<file path="config.mk">
export PLATFORM = sky130hd
export DESIGN_NAME = ip_tx_arbiter
export DESIGN_NICKNAME = d
export VERILOG_FILES = /design/src/rtl/ip_tx_pkg.sv /design/src/rtl/ip_tx_rr_pick.sv /design/src/rtl/ip_tx_arbiter.sv
export SDC_FILE = /design/constraint.sdc
export NUM_CORES = 1
export LEC_CHECK = 0
export CORE_MARGIN = 2
export CORE_UTILIZATION = 52
export DETAILED_ROUTE_END_ITERATION = 8
export PLACE_DENSITY = 0.86
export SLEW_MARGIN = 20
export SYNTH_ARGS = -nofsm -noshare
export SYNTH_HDL_FRONTEND = slang
export SYNTH_SLANG_ARGS = --single-unit
</file>
<file path="constraint.sdc">
create_clock -name i_clk -period 5.2 [get_ports i_clk]
set_input_delay 0.78 -clock i_clk [delete_from_list [all_inputs] [get_ports i_clk]]
set_output_delay 0.78 -clock i_clk [all_outputs]
set_load 0.05 [all_outputs]
</file>
<file path="src/rtl/ip_tx_pkg.sv">
// Shared definitions for the IP transmit arbiter: protocol numbers, IP header
// length, FSM state encoding and requester bit positions.
package ip_tx_pkg;

  localparam logic [7:0]  IP_PROTO_UDP  = 8'd17;
  localparam logic [7:0]  IP_PROTO_ICMP = 8'd1;
  localparam int unsigned IP_HDR_LEN    = 20;

  typedef logic [1:0] state_t;
  localparam state_t ST_IDLE       = 2'd0;
  localparam state_t ST_WAIT_FIRST = 2'd1;
  localparam state_t ST_XFER       = 2'd2;
  localparam state_t ST_GAP        = 2'd3;

  // Bit positions in the request/select vectors.
  localparam int unsigned REQ_UDP  = 0;
  localparam int unsigned REQ_ICMP = 1;

endpackage

</file>
<file path="src/rtl/ip_tx_rr_pick.sv">
// Two-way requester selector producing a one-hot select. Default build is
// round-robin; defining ICMP_PRIO_EN gives ICMP fixed priority instead.
module ip_tx_rr_pick
  import ip_tx_pkg::*;
(
  input  logic [1:0] req_i,
  input  logic       ptr_i,  // high: ICMP has the turn on a tie
  output logic [1:0] sel_o
);

  always_comb begin
    sel_o = 2'b00;
`ifdef ICMP_PRIO_EN
    if (req_i[REQ_ICMP]) begin
      sel_o[REQ_ICMP] = 1'b1;
    end else if (req_i[REQ_UDP]) begin
      sel_o[REQ_UDP] = 1'b1;
    end
`else
    if (req_i[REQ_UDP] && req_i[REQ_ICMP]) begin
      sel_o[REQ_ICMP] = ptr_i;
      sel_o[REQ_UDP]  = ~ptr_i;
    end else begin
      sel_o = req_i;
    end
`endif
  end

`ifdef ICMP_PRIO_EN
  logic unused_ptr;
  assign unused_ptr = ptr_i;
`endif

endmodule

</file>
<file path="src/rtl/ip_tx_arbiter.sv">
// Shares the IP transmit path between the UDP sender and ICMP responder, then
// holds off for the header time. ICMP_PRIO_EN selects fixed ICMP priority.
module ip_tx_arbiter
  import ip_tx_pkg::*;
#(
  parameter logic [7:0]  P_TYPE_UDP  = IP_PROTO_UDP,
  parameter logic [7:0]  P_TYPE_ICMP = IP_PROTO_ICMP,
  parameter int unsigned P_GAP       = IP_HDR_LEN + 4,
  parameter int unsigned P_TIMEOUT   = 255
) (
  input  logic        i_clk,
  input  logic        i_rst,
  input  logic        i_udp_req,
  input  logic [15:0] i_udp_len,
  input  logic [7:0]  i_udp_data,
  input  logic        i_udp_last,
  input  logic        i_udp_valid,
  output logic        o_udp_grant,
  input  logic        i_icmp_req,
  input  logic [15:0] i_icmp_len,
  input  logic [7:0]  i_icmp_data,
  input  logic        i_icmp_last,
  input  logic        i_icmp_valid,
  output logic        o_icmp_grant,
  output logic [7:0]  o_send_data,
  output logic [7:0]  o_send_type,
  output logic [15:0] o_send_len,
  output logic        o_send_last,
  output logic        o_send_valid,
  output logic        o_busy,
  output logic        o_len_err,
  output logic        o_timeout
);

  state_t      state_q, state_d;
  logic        owner_q, owner_d;  // 1: ICMP owns the datapath
  logic        ptr_q, ptr_d;
  logic [15:0] len_q, len_d;
  logic [7:0]  type_q, type_d;
  logic [15:0] byte_cnt_q, byte_cnt_d;
  logic [7:0]  cnt_q, cnt_d;
  logic [7:0]  data_q, data_d;
  logic        last_q, last_d;
  logic        valid_q, valid_d;
  logic        len_err_q, len_err_d;
  logic        timeout_q, timeout_d;

  logic [1:0]  sel;
  logic        own_req, own_valid, own_last, granted, accept;
  logic [7:0]  own_data;
  logic [15:0] cnt_next;

  ip_tx_rr_pick u_pick (
    .req_i ({i_icmp_req, i_udp_req}),
    .ptr_i (ptr_q),
    .sel_o (sel)
  );

  assign own_req   = owner_q ? i_icmp_req   : i_udp_req;
  assign own_valid = owner_q ? i_icmp_valid : i_udp_valid;
  assign own_last  = owner_q ? i_icmp_last  : i_udp_last;
  assign own_data  = owner_q ? i_icmp_data  : i_udp_data;
  assign granted   = (state_q == ST_WAIT_FIRST) || (state_q == ST_XFER);
  assign accept    = granted && own_valid;
  assign cnt_next  = byte_cnt_q + 16'd1;

  // NOTE: every _d gets a default first so no path leaves it unassigned;
  // a missing default here would infer a latch.
  always_comb begin
    state_d    = state_q;
    owner_d    = owner_q;
    ptr_d      = ptr_q;
    len_d      = len_q;
    type_d     = type_q;
    byte_cnt_d = byte_cnt_q;
    cnt_d      = cnt_q;
    data_d     = 8'h00;
    last_d     = 1'b0;
    valid_d    = 1'b0;
    len_err_d  = 1'b0;
    timeout_d  = 1'b0;

    unique case (state_q)
      ST_IDLE: begin
        if (|sel) begin
          owner_d    = sel[REQ_ICMP];
          len_d      = sel[REQ_ICMP] ? i_icmp_len : i_udp_len;
          type_d     = sel[REQ_ICMP] ? P_TYPE_ICMP : P_TYPE_UDP;
          byte_cnt_d = 16'd0;
          cnt_d      = 8'd0;
          state_d    = ST_WAIT_FIRST;
        end
      end
      ST_WAIT_FIRST: begin
        if (!own_valid) begin
          if (!own_req) begin
            state_d = ST_IDLE;
          end else if (cnt_q == 8'(P_TIMEOUT - 1)) begin
            timeout_d = 1'b1;
            state_d   = ST_IDLE;
          end else begin
            cnt_d = cnt_q + 8'd1;
          end
        end
      end
      ST_XFER: ;
      ST_GAP: begin
        if (cnt_q == 8'(P_GAP - 1)) begin
          state_d = ST_IDLE;
        end else begin
          cnt_d = cnt_q + 8'd1;
        end
      end
      default: state_d = ST_IDLE;
    endcase

    // A first byte that is also last skips XFER and goes straight to the hold-off.
    if (accept) begin
      data_d     = own_data;
      valid_d    = 1'b1;
      last_d     = own_last;
      byte_cnt_d = cnt_next;
      state_d    = ST_XFER;
      if (own_last) begin
        len_err_d = (cnt_next != len_q);
        ptr_d     = ~owner_q;
        cnt_d     = 8'd0;
        state_d   = ST_GAP;
      end
    end
  end

  // NOTE: state registers use non-blocking assignments so every flop samples
  // the pre-edge values; blocking is reserved for the combinational block.
  always_ff @(posedge i_clk) begin
    if (i_rst) begin
      state_q    <= ST_IDLE;
      owner_q    <= 1'b0;
      ptr_q      <= 1'b0;
      len_q      <= 16'd0;
      type_q     <= 8'd0;
      byte_cnt_q <= 16'd0;
      cnt_q      <= 8'd0;
      data_q     <= 8'd0;
      last_q     <= 1'b0;
      valid_q    <= 1'b0;
      len_err_q  <= 1'b0;
      timeout_q  <= 1'b0;
    end else begin
      state_q    <= state_d;
      owner_q    <= owner_d;
      ptr_q      <= ptr_d;
      len_q      <= len_d;
      type_q     <= type_d;
      byte_cnt_q <= byte_cnt_d;
      cnt_q      <= cnt_d;
      data_q     <= data_d;
      last_q     <= last_d;
      valid_q    <= valid_d;
      len_err_q  <= len_err_d;
      timeout_q  <= timeout_d;
    end
  end

  assign o_udp_grant  = granted && !owner_q;
  assign o_icmp_grant = granted && owner_q;
  assign o_send_data  = data_q;
  assign o_send_type  = type_q;
  assign o_send_len   = len_q;
  assign o_send_last  = last_q;
  assign o_send_valid = valid_q;
  assign o_busy       = (state_q != ST_IDLE);
  assign o_len_err    = len_err_q;
  assign o_timeout    = timeout_q;

endmodule

</file>
==> reports/qor.txt <==
residual DRC count: 0
pwr dens: 412 mW/mm^2
Hold Startpoint: ptr_q
Die H: 85.4 um
GP Congestion: 0.912
Worst Path Max Fanout: 19
R2R Path Start: owner_q
Total Wirelength: 8870 um
core area: 0.00639 mm^2
# hold bufs at CTS: 0
hold depth: 2
Hold Slack: 0.471 ns
Final Util: 70.0%
IO Count: 95
Syn Inst Count: 431
Synth Area per Inst: 7.99 um^2
CTS buffer count: 9
relative slew slack: 26.2%
CTS tree: done
crit path DAT: 2.24 ns
Mapped Area: 0.00344 mm^2
WL/cell: 15.1 um
die width: 85.4 um
CP Class: reg2out
Sw Ratio: 44.3%
setup TNS: 0 ns
setup bufs post-CTS: 0
1st-iter DRT viols: 258
Initial Util: 53.9%
IO Port Bufs: 88
Slew @ Worst Pin: 1.11 ns
clock share of power: 19.7%
Top FF cell, synth: dfxtp_1
initial antenna violation count: 0
net switching power: 0.000814 W
commonest non-fill, non-tap cells in the layout: 88 x clkdlybuf4s50_1, 65 x nor2_1, 58 x dfxtp_1
global routing met3 resource utilization: 3.89%
Initial DRT Pass Iterations: 4
Seq/Total Area, Yosys: 33.7%
filler instances: 496
Tcrit/Tclk final: 58.0%
CP required: 4.42 ns
sequential share of power: 32.3%
worst reg2reg setup slack: 2.39 ns
capture point of the worst reg-to-reg path: byte_cnt_q[3]
Worst R2R Path Depth: 6
post-route ant nets: 0
hpwl dp: 6440 um
Setup-failing EPs final: 0
# diodes: 0
CTS max path bufs: 2
status: completed
# Max-Cap Violations: 0
fraction of registers with async set/reset: 0%
Distinct cells, synth: 59
CTS root buffer: clkbuf_8
YS warnings: 0
Final min period: 3.02 ns
leading cell type in the layout, fill and taps excluded: clkdlybuf4s50_1
Peak VDD IR: 0.259 mV
Fin Clk Skew: 0.00557 ns
number of synthesized flops with an enable pin: 0
Fin. Hold Viols: 0
Setup crit end kind: output port
pin count of the biggest net entering global routing: 42
GRT Max-Usage Layer: met2
RSZ-0062 raised after global routing: no
clk sink count: 58
Layout Nets: 568
fmax: 0.332 GHz
vias post-DR: 3418
Reg clk slew, reported paths: 0.06 ns
vias in the first global route: 3278
worst hold path class: reg2reg
CTS H-tree depth: 3
internal cell power: 0.00103 W
Slew Viols, Final: 0
count of state elements after synthesis: 58
die area: 0.00729 mm^2
layout cells sized above 1: 5.70%
first-pass GRT wire length: 14700 um
CP Launch Type: register
GRT met2 Usage: 45.2%
# resized after CTS: 0
Skew-Pair Late Insertion Delay: 0.33 ns
grt total ovfl: 0
synthesis-to-finish area growth: 29.7%
combinational share of power: 48.1%
Worst Hold Path EP: ptr_q
Vias/cell: 5.83
total track usage: 24.8%
row count: 29
met1 usage: 28.8%
leakage: 1.70 nW
-- flip-flops by register name, summed over array words and instances, names as in the netlist --
| register | count |
|---|---|
| o_send_last | 1 |
| o_send_valid | 1 |
| o_len_err | 1 |
| o_timeout | 1 |
| state_q | 2 |
| byte_cnt_q | 16 |
| ptr_q | 1 |
| o_send_data | 8 |
| owner_q | 1 |
| o_send_len | 16 |
| o_send_type | 2 |
| cnt_q | 8 |
-- final cells by class --
| type | count | area [um^2] | area share (%) |
|---|---|---|---|
| clock buffers | 12 | 155 | 3.47 |
| clock inverters | 3 | 15.0 | 0.336 |
| inverters | 13 | 48.8 | 1.09 |
| multi-input cells | 333 | 2100 | 46.9 |
| flip-flops and latches | 58 | 1160 | 26.0 |
| well taps | 77 | 96.3 | 2.16 |
| repair buffers | 90 | 896 | 20.1 |
-- critical path, stage by stage (launching register included) --
cell and delay [ns]:
dfxtp_1 0.84, and2_1 0.23, clkdlybuf4s50_1 0.82
-- logic make-up after synthesis --
logic type	share of synthesized area [%]
buffers and inverters	6.17
AO/OA/AOI/OAI	20.9
other	0.109
multiplexers	8.14
AND/OR/NAND/NOR	23.1
flip-flops	33.7
XOR/XNOR	5.34
adder cells (fa/ha/maj)	2.54
-- per-layer routing --
metal	routed length [um]	vias to the layer above	share of wire, %
li1	-	1680	-
met1	3730	1625	42
met2	4530	98	51
met3	432	15	4.9
met4	178	0	2.0
met5	0	-	0
-- power groups by stage --
stage / sequential (W) / combinational (W) / clock [W]
after floorplan: 0.000753 / 0.000464 / 0
after global placement: 0.000597 / 0.000856 / 0
after detailed placement: 0.000601 / 0.000875 / 0
after CTS: 0.000592 / 0.000883 / 0.000367
after global routing: 0.000602 / 0.000956 / 0.000384
final: 0.000594 / 0.000885 / 0.000362
-- per-stage QoR --
stage,power (W),cells,area [um^2],setup slack [ns]
6_report,0.00184,586,4470,2.18
3_5_place_dp,0.00148,571,4300,2.13
2_1_floorplan,0.00122,436,3460,2.97
3_3_place_gp,0.00145,571,4300,2.23
5_1_grt,0.00194,586,4470,2.08
4_1_cts,0.00184,586,4470,2.16
-- worst max-delay path by stage --
stage	start	to	slack (ns)	depth (start not counted)
finish	owner_q	o_icmp_grant	2.18	2
global route	owner_q	o_icmp_grant	2.08	2
CTS	owner_q	o_icmp_grant	2.16	2
detailed placement	i_icmp_valid	byte_cnt_q[3]	2.13	7
global placement	i_icmp_valid	byte_cnt_q[3]	2.23	7
floorplan	state_q[0]	o_udp_grant	2.97	3
-- synthesized netlist by cell type, drive strengths merged (2+ instances only) --
cell type | n | area (um^2)
a211oi | 18 | 135
a21o | 3 | 23.8
a21oi | 28 | 140
a221oi | 3 | 26.3
a22oi | 3 | 22.5
a311oi | 3 | 26.3
a31o | 2 | 17.5
a31oi | 3 | 18.8
and2 | 3 | 20.0
and3 | 3 | 18.8
and4 | 5 | 45.0
buf | 19 | 114
clkbuf | 13 | 50.0
dfxtp | 58 | 1160
ha | 7 | 87.6
inv | 13 | 48.8
mux2i | 28 | 280
nand2 | 31 | 116
nand2b | 5 | 31.3
nand3 | 16 | 80.1
nand3b | 2 | 15.0
nand4 | 4 | 25.0
nor2 | 66 | 248
nor2b | 5 | 31.3
nor3 | 13 | 65.1
nor3b | 2 | 15.0
nor4 | 2 | 12.5
o211ai | 2 | 15.0
o21ai | 25 | 125
o221ai | 2 | 17.5
or3 | 4 | 30.0
xnor2 | 13 | 114
xor2 | 8 | 70.1
Power figures use the tool's default switching activity.
